## config.mk

```make
export PLATFORM = sky130hd
export DESIGN_NAME = serial_to_parallel
export DESIGN_NICKNAME = d
export VERILOG_FILES = /design/src/rtl/serdes_pkg.sv /design/src/rtl/s2p_out_buf.sv /design/src/rtl/serial_to_parallel.sv
export SDC_FILE = /design/constraint.sdc
export NUM_CORES = 1
export LEC_CHECK = 0
export ABC_AREA = 1
export CAP_MARGIN = 25
export CORE_MARGIN = 3
export CORE_UTILIZATION = 25
export CTS_BUF_LIST = sky130_fd_sc_hd__clkbuf_2
export DETAILED_ROUTE_END_ITERATION = 8
export HOLD_SLACK_MARGIN = 0.05
export PLACE_DENSITY = 0.52
export REMOVE_ABC_BUFFERS = 1
export SYNTH_ARGS = -nofsm -noshare
export SYNTH_HDL_FRONTEND = slang
export SYNTH_SLANG_ARGS = --single-unit
```

## constraint.sdc

```tcl
create_clock -name clk -period 2.26 [get_ports clk]
set_clock_uncertainty 0.05 [all_clocks]
set_input_delay 0.678 -clock clk [delete_from_list [all_inputs] [get_ports clk]]
set_output_delay 0.678 -clock clk [all_outputs]
set_load 0.05 [all_outputs]
```

## src/rtl/serdes_pkg.sv

```systemverilog
// Shared state types for the serial/parallel converters.
package serdes_pkg;

    typedef enum logic {
        ST_DATA,
        ST_PARITY
    } state_t;

    typedef enum logic [1:0] {
        P2S_IDLE,
        P2S_DATA,
        P2S_PARITY
    } p2s_state_t;

endpackage

```

## src/rtl/s2p_out_buf.sv

```systemverilog
// One-entry valid/ready holding register; a load overrides a same-cycle delivery.
module s2p_out_buf #(
    parameter int DATA_W = 16
) (
    input  logic              clk,
    input  logic              reset,
    input  logic              load,
    input  logic [DATA_W-1:0] load_data,
    input  logic              load_err,
    input  logic              ready,
    output logic              valid,
    output logic [DATA_W-1:0] data,
    output logic              err
);

    always_ff @(posedge clk or posedge reset) begin
        if (reset) begin
            valid <= 1'b0;
            data  <= '0;
            err   <= 1'b0;
        end else if (load) begin
            valid <= 1'b1;
            data  <= load_data;
            err   <= load_err;
        end else if (valid && ready) begin
            valid <= 1'b0;
        end
    end

endmodule

```

## src/rtl/serial_to_parallel.sv

```systemverilog
// LSB-first serial-to-parallel converter with a 1-entry output register.
// Define S2P_PARITY_EN to append an even-parity bit to every word.
module serial_to_parallel
    import serdes_pkg::*;
#(
    parameter int DATA_W = 16
) (
    input  logic              clk,
    input  logic              reset,
    input  logic              s_valid_i,
    input  logic              s_data_i,
    output logic              s_ready_o,
    output logic              p_valid_o,
    output logic [DATA_W-1:0] p_data_o,
    input  logic              p_ready_i,
    output logic              p_err_o
);

    localparam int CNT_W = $clog2(DATA_W + 1);

    logic [CNT_W-1:0]  cnt;
    logic              accept;
    logic              last_bit;
    logic [DATA_W-1:0] word;
    logic              word_err;

`ifdef S2P_PARITY_EN
    state_t            state;
    logic [DATA_W-1:0] shreg;

    assign last_bit = (state == ST_PARITY);
    assign word     = shreg;
    assign word_err = ^{shreg, s_data_i};

    always_ff @(posedge clk or posedge reset) begin
        if (reset) begin
            state <= ST_DATA;
            cnt   <= '0;
            shreg <= '0;
        end else if (accept) begin
            if (state == ST_DATA) begin
                shreg <= {s_data_i, shreg[DATA_W-1:1]};
                if (cnt == CNT_W'(DATA_W - 1)) begin
                    cnt   <= '0;
                    state <= ST_PARITY;
                end else begin
                    cnt <= cnt + CNT_W'(1);
                end
            end else begin
                state <= ST_DATA;
            end
        end
    end
`else
    // The final data bit goes straight to the output register, so only
    // DATA_W-1 bits need to be held here.
    localparam int SH_W = DATA_W - 1;

    logic [SH_W-1:0] shreg;
    logic [SH_W:0]   sh_next;

    assign sh_next  = {s_data_i, shreg};
    assign last_bit = (cnt == CNT_W'(DATA_W - 1));
    assign word     = sh_next;
    assign word_err = 1'b0;

    always_ff @(posedge clk or posedge reset) begin
        if (reset) begin
            cnt   <= '0;
            shreg <= '0;
        end else if (accept) begin
            shreg <= sh_next[SH_W:1];
            cnt   <= last_bit ? '0 : cnt + CNT_W'(1);
        end
    end
`endif

    // Registers only: stall just the word-completing bit while the buffer is full.
    assign s_ready_o = !(last_bit && p_valid_o);
    assign accept    = s_valid_i && s_ready_o;

    s2p_out_buf #(.DATA_W(DATA_W)) u_out_buf (
        .clk       (clk),
        .reset     (reset),
        .load      (accept && last_bit),
        .load_data (word),
        .load_err  (word_err),
        .ready     (p_ready_i),
        .valid     (p_valid_o),
        .data      (p_data_o),
        .err       (p_err_o)
    );

endmodule

```

# --- Word level (Yosys, flattened, before mapping) ---
# Cells that the tools add are included.
word_totals:
  regBits: 37
  inputBits: 5
  elab_cells: 15
classes:
  eq_ne: 1
  reduce_logical: 6
  muxes: 3
  add_sub_neg: 1
ops:
  columns: ["operator", "n"]
  rows:
  - ["$add 5x1->5 const B", 1]
  - ["$eq 5x4->1 const B", 1]
  - ["$mux 5", 1]
  - ["$logic_and 1x1->1", 4]
  - ["$mux 1", 2]
  - ["$reduce_bool 2->1", 1]
  - ["$logic_not 1->1", 1]

# --- Logic depth before layout (Yosys ltp) ---
logic_depth:
  word_depth: 6
  depth_mapped: 8

# --- Cells and area by module ---
# A second synthesis with hierarchy kept.
hier_totals:
  cells_unflattened: 179
  area_unflattened_um2: 1602.8
modules_own_cells:
  columns: ["mod", "seq_area_each_um2", "area_each_um2", "cells_each", "n_inst"]
  rows:
  - ["serial_to_parallel", 500.5, 887.1, 102, 1]
  - ["s2p_out_buf", 450.4, 715.7, 77, 1]

# --- Worst setup path after synthesis ---
# OpenSTA, ideal clock, no wires.
synth_timing:
  path_kind: "reg-to-output"
  from: "reg cnt[0]"
  to: "out s_ready_o"
  slack_ns: 0.502
  t_arrival_ns: 1.030
  required_time_ns: 1.532
  path_stages_with_launch: 5
  path_cell_list: "dfrtp_1 > ha_1 > inv_1 > nor2_4 > nand3_4"
synth_via:
  elab_chain_cells: 3
synth_rtl:
  columns: ["element", "line_no", "rtl"]
  rows:
  - ["start: declaration", "serial_to_parallel.sv:21", "logic [CNT_W-1:0] cnt;"]
  - ["start signal: assignment", "serial_to_parallel.sv:73", "cnt <= last_bit ? '0 : cnt + CNT_W'(1);"]
  - ["$eq 5x4->1", "serial_to_parallel.sv:63", "assign last_bit = (cnt == CNT_W'(DATA_W - 1));"]
  - ["$logic_and 1x1->1", "serial_to_parallel.sv:79", "assign s_ready_o = !(last_bit && p_valid_o);"]
  - ["$logic_not 1->1", "serial_to_parallel.sv:79", null]
  - ["end: declaration", "serial_to_parallel.sv:12", "output logic s_ready_o,"]
# Every way passes these cells.

# --- Final worst setup path ---
layout_timing:
  from: "reg cnt[1]"
  to: "out s_ready_o"
# Same word-level chain as after synthesis.

==> run_summary.xml <==
<?xml version="1.0" encoding="UTF-8"?>
<metrics>
  <group name="setup_path">
    <metric name="buf_inv_on_cp" unit="">2</metric>
    <metric name="cp_slowest_stage_delay" unit="ns">0.41</metric>
    <metric name="worst-path-max-fanout" unit="">4</metric>
    <metric name="worst-r2r-cell-count" unit="">7</metric>
    <metric name="cp.required" unit="ns">1.53</metric>
    <metric name="crit_arrival" unit="ns">1.47</metric>
    <metric name="critical_path_depth" unit="">5</metric>
    <metric name="cp_top_family" unit="">flip-flops</metric>
    <metric name="reg2reg_slack" unit="ns">0.73</metric>
    <metric name="cp-endpoint" unit="">s_ready_o</metric>
    <metric name="r2r_end" unit="">u_out_buf.valid</metric>
    <metric name="crit_type" unit="">reg2out</metric>
    <metric name="cp-startpoint" unit="">cnt[1]</metric>
    <metric name="critical_path_s_slowest_cell" unit="">sky130_fd_sc_hd__dfrtp_1</metric>
    <metric name="worstSetupStartpointType" unit="">flip-flop</metric>
    <metric name="worst_setup_path_end_kind" unit="">output port</metric>
    <metric name="worstPathCellList" unit="">ha_2, inv_2, nor2_4, nand3_4, buf_12</metric>
    <metric name="critical_path.reg2reg.startpoint" unit="">cnt[1]</metric>
  </group>
  <group name="floorplanning">
    <metric name="initial_utilization" unit="%">26.4</metric>
    <metric name="chipWidth" unit="um">85.8</metric>
    <metric name="row_count" unit="">28</metric>
    <metric name="die_boundary_height" unit="um">85.8</metric>
    <metric name="core_region_area" unit="sq mm">0.00603</metric>
    <metric name="pin_count" unit="">24</metric>
    <metric name="die_area" unit="sq mm">0.00736</metric>
  </group>
  <group name="clock_network">
    <metric name="cts_num_sinks" unit="">37</metric>
    <metric name="clk_transition_reported_paths" unit="ns">0.18</metric>
    <metric name="numCtsBuffers" unit="">5</metric>
    <metric name="h-tree-depth" unit="">2</metric>
    <metric name="clock_insertion_delay_at_the_later_pin_of_the_skew_report" unit="ns">0.39</metric>
    <metric name="cts-root-buf" unit="">sky130_fd_sc_hd__clkbuf_2</metric>
    <metric name="clock_path_buffers" unit="">2</metric>
    <metric name="tritoncts_clock_tree" unit="">built</metric>
  </group>
  <group name="synthesis">
    <metric name="share_of_the_synthesized_area_in_compound_gates_ao_oa_aoi_oai" unit="%">13.8</metric>
    <metric name="ys_ff_latch" unit="">37</metric>
    <metric name="syn-cell-area" unit="sq mm">0.00159</metric>
    <metric name="synthesized_instance_count" unit="">153</metric>
    <metric name="largest_family_of_logic_cells_by_synthesized_area" unit="">simple AND/OR/NAND/NOR gates</metric>
    <metric name="seq_area_frac_synth" unit="%">58.2</metric>
    <metric name="synth_mux_area_share" unit="%">0</metric>
    <metric name="share_of_synthesized_cell_area_in_full_adder_half_adder_and_majority_cells" unit="%">0.786</metric>
    <metric name="synth_area_leader_cell" unit="">sky130_fd_sc_hd__dfrtp_1</metric>
    <metric name="ys_warn_count" unit="">0</metric>
    <metric name="netlist.area_leader.share" unit="%">58.2</metric>
    <metric name="average_instance_area_after_synthesis" unit="sq um">10.4</metric>
    <metric name="synth_xor_area_share" unit="%">0.550</metric>
    <metric name="synth.area.top_cells" unit="">sky130_fd_sc_hd__dfrtp_1 (58%), sky130_fd_sc_hd__nand2_1 (8.7%), sky130_fd_sc_hd__o21ai_2 (6.6%)</metric>
    <metric name="synthSimpleGateAreaFrac" unit="%">16.6</metric>
    <metric name="number_of_distinct_library_cells_after_synthesis" unit="">22</metric>
  </group>
  <group name="grt">
    <metric name="globalRoute.totalOverflow" unit="">0</metric>
    <metric name="grt_pass1_wl" unit="mm">4.72</metric>
    <metric name="grt_antenna_before_repair" unit="">0</metric>
    <metric name="via_count_of_the_first_global_routing_pass" unit="">1004</metric>
    <metric name="globalRouteTotalUtil" unit="%">8.25</metric>
    <metric name="grt_max_degree" unit="">38</metric>
  </group>
  <group name="routing">
    <metric name="dr_pass1_iterations" unit="">4</metric>
    <metric name="routed-via-count" unit="">1035</metric>
    <metric name="route.detailed.wl_per_inst" unit="um">10.4</metric>
    <metric name="drt_iter0_drc" unit="">31</metric>
    <metric name="antenna_violating_nets_post_route" unit="">0</metric>
    <metric name="vias_per_cell" unit="">4.00</metric>
    <metric name="remaining_drc_errors" unit="">0</metric>
    <metric name="drt_wl_total" unit="mm">2.68</metric>
  </group>
  <group name="cells_and_area">
    <metric name="final_area" unit="sq mm">0.00194</metric>
    <metric name="most_frequent_cells_in_the_layout" unit="">sky130_fd_sc_hd__nand2_1 (37), sky130_fd_sc_hd__dfrtp_1 (37), sky130_fd_sc_hd__inv_1 (20)</metric>
    <metric name="fraction_of_final_layout_cells_with_drive_strength_greater_than_1" unit="%">25.5</metric>
    <metric name="n_antenna_cell" unit="">0</metric>
    <metric name="flow.area_growth_from_synthesis" unit="%">21.6</metric>
    <metric name="num-nets-final" unit="">189</metric>
    <metric name="utilization" unit="%">32.1</metric>
  </group>
  <group name="hold_path">
    <metric name="classification_of_the_worst_slack_hold_path" unit="">reg2reg</metric>
  </group>
  <group name="power_and_ir_drop">
    <metric name="power.share.switching" unit="%">31.3</metric>
    <metric name="clock_power_share" unit="%">26.7</metric>
    <metric name="pwr_density_cell" unit="mW/mm^2">792</metric>
    <metric name="peakVddDrop" unit="mV">0.212</metric>
    <metric name="seq_power_share" unit="%">52.7</metric>
    <metric name="p_leak" unit="nW">0.916</metric>
    <metric name="power.net_switching" unit="mW">0.480</metric>
    <metric name="p_int" unit="mW">1.05</metric>
    <metric name="power_frac_comb" unit="%">20.6</metric>
  </group>
  <group name="placement">
    <metric name="placedInstanceArea" unit="sq mm">0.00184</metric>
    <metric name="dpl.hpwl" unit="mm">1.78</metric>
    <metric name="routabilityCongestion" unit="">0.727</metric>
    <metric name="numPortBuffers" unit="">22</metric>
  </group>
  <group name="sta">
    <metric name="timing.final.hold_violations" unit="">0</metric>
    <metric name="clock.fmax" unit="MHz">454</metric>
    <metric name="timing.final.setup_violations" unit="">0</metric>
    <metric name="post_route_minimum_period" unit="ns">2.20</metric>
    <metric name="period_share" unit="%">97.4</metric>
    <metric name="timing_max_transition_violations_final" unit="">0</metric>
    <metric name="grt_setup_unrepaired" unit="">yes</metric>
  </group>
  <group name="status">
    <metric name="run_status" unit="">finished clean</metric>
  </group>
  <group name="flow_run">
    <metric name="maxCapViolCount" unit="">0</metric>
  </group>
</metrics>
[layer usage]
layer	track usage [%]	vias up	wire, um
li1	-	542	-
met1	10.6	469	1300
met2	12.1	18	1180
met3	3.65	6	154
met4	3.45	0	53
met5	0	-	0
[stage by stage]
stage / total power, mW / TNS (ns) / setup slack, ns / hold slack, ns / std cells
finish: 1.53 / 0 / 0.0592 / 0.456 / 259
global placement: 1.11 / 0 / 0.336 / 0.416 / 246
floorplan: 1.04 / 0 / 0.502 / 0.403 / 146
global route: 1.64 / -0.0640 / -0.0640 / 0.483 / 259
CTS: 1.53 / -0.0843 / -0.0843 / 0.462 / 255
detailed placement: 1.12 / 0 / 0.311 / 0.419 / 246
[worst min path at each step]
stage	slack (ns)	cells after the start	start	end
final	0.46	2	shreg[14]	shreg[14]
after global placement	0.42	2	shreg[7]	shreg[7]
after detailed placement	0.42	2	shreg[3]	shreg[3]
after floorplan	0.40	2	shreg[10]	shreg[10]
after CTS	0.46	2	shreg[0]	shreg[0]
after global routing	0.48	2	u_out_buf.data[3]	u_out_buf.data[3]
[cell usage after synthesis]
cell type / n
sky130_fd_sc_hd__buf_12: 2
sky130_fd_sc_hd__nand4_1: 1
sky130_fd_sc_hd__buf_4: 1
sky130_fd_sc_hd__nand2_2: 5
sky130_fd_sc_hd__nand3b_1: 1
sky130_fd_sc_hd__buf_8: 1
sky130_fd_sc_hd__o21ai_2: 12
sky130_fd_sc_hd__nand3_1: 2
sky130_fd_sc_hd__o21ai_1: 16
sky130_fd_sc_hd__nand3_4: 1
sky130_fd_sc_hd__xnor2_1: 1
sky130_fd_sc_hd__a21oi_1: 1
sky130_fd_sc_hd__dfrtp_1: 37
sky130_fd_sc_hd__nor2_4: 1
sky130_fd_sc_hd__nand2_1: 37
sky130_fd_sc_hd__conb_1: 1
sky130_fd_sc_hd__inv_1: 21
sky130_fd_sc_hd__nand4_4: 1
sky130_fd_sc_hd__nand2_8: 1
sky130_fd_sc_hd__ha_1: 1
sky130_fd_sc_hd__o21ai_0: 6
sky130_fd_sc_hd__buf_2: 3
[sequential cells by signal (all words and copies together) (netlist names)]
signal,count
cnt,5
u_out_buf.valid,1
u_out_buf.data,16
shreg,15
[tightest hold or removal path: stages (launching register included)]
cell and delay (ns):
sky130_fd_sc_hd__dfrtp_1 0.38, sky130_fd_sc_hd__nand2_1 0.06, sky130_fd_sc_hd__o21ai_2 0.05
[cell type report]
| type | instances | area, sq um |
|---|---|---|
| Fill cell | 632 | 4090 |
| Sequential cell | 37 | 926 |
| Multi-Input combinational cell | 88 | 512 |
| Timing Repair Buffer | 30 | 259 |
| Tap cell | 75 | 93.8 |
| Inverter | 21 | 78.8 |
| Clock inverter | 3 | 41.3 |
| Clock buffer | 5 | 25.0 |
[power groups by stage]
stage / clock network (mW) / logic, mW / registers [mW]
after floorplan: 0 / 0.190 / 0.847
after global routing: 0.460 / 0.356 / 0.821
after detailed placement: 0 / 0.291 / 0.826
after CTS: 0.429 / 0.294 / 0.812
final: 0.410 / 0.316 / 0.808
after global placement: 0 / 0.286 / 0.822
[timing repair]
| item | CTS | global route |
|---|---|---|
| gates resized for setup | 9 | 2 |
| pin swaps | 1 | 2 |
| buffers inserted | 1 | 4 |
| hold buffers | 0 | 0 |
| endpoints found under the setup margin | 10 | 1 |
[cell families (layout without fill, tap and decap cells)]
kind of cell / Yosys count / after routing
DFF: 37 / 37
and+or+nand+nor: 50 / 50
xor gates and xnor gates: 1 / 1
buffers and inverters: 28 / 59
adders and majority gates: 1 / 1
other: 1 / 1
AOI/OAI and AO/OA: 35 / 35
Note: power is estimated with default switching activity, not from simulation.
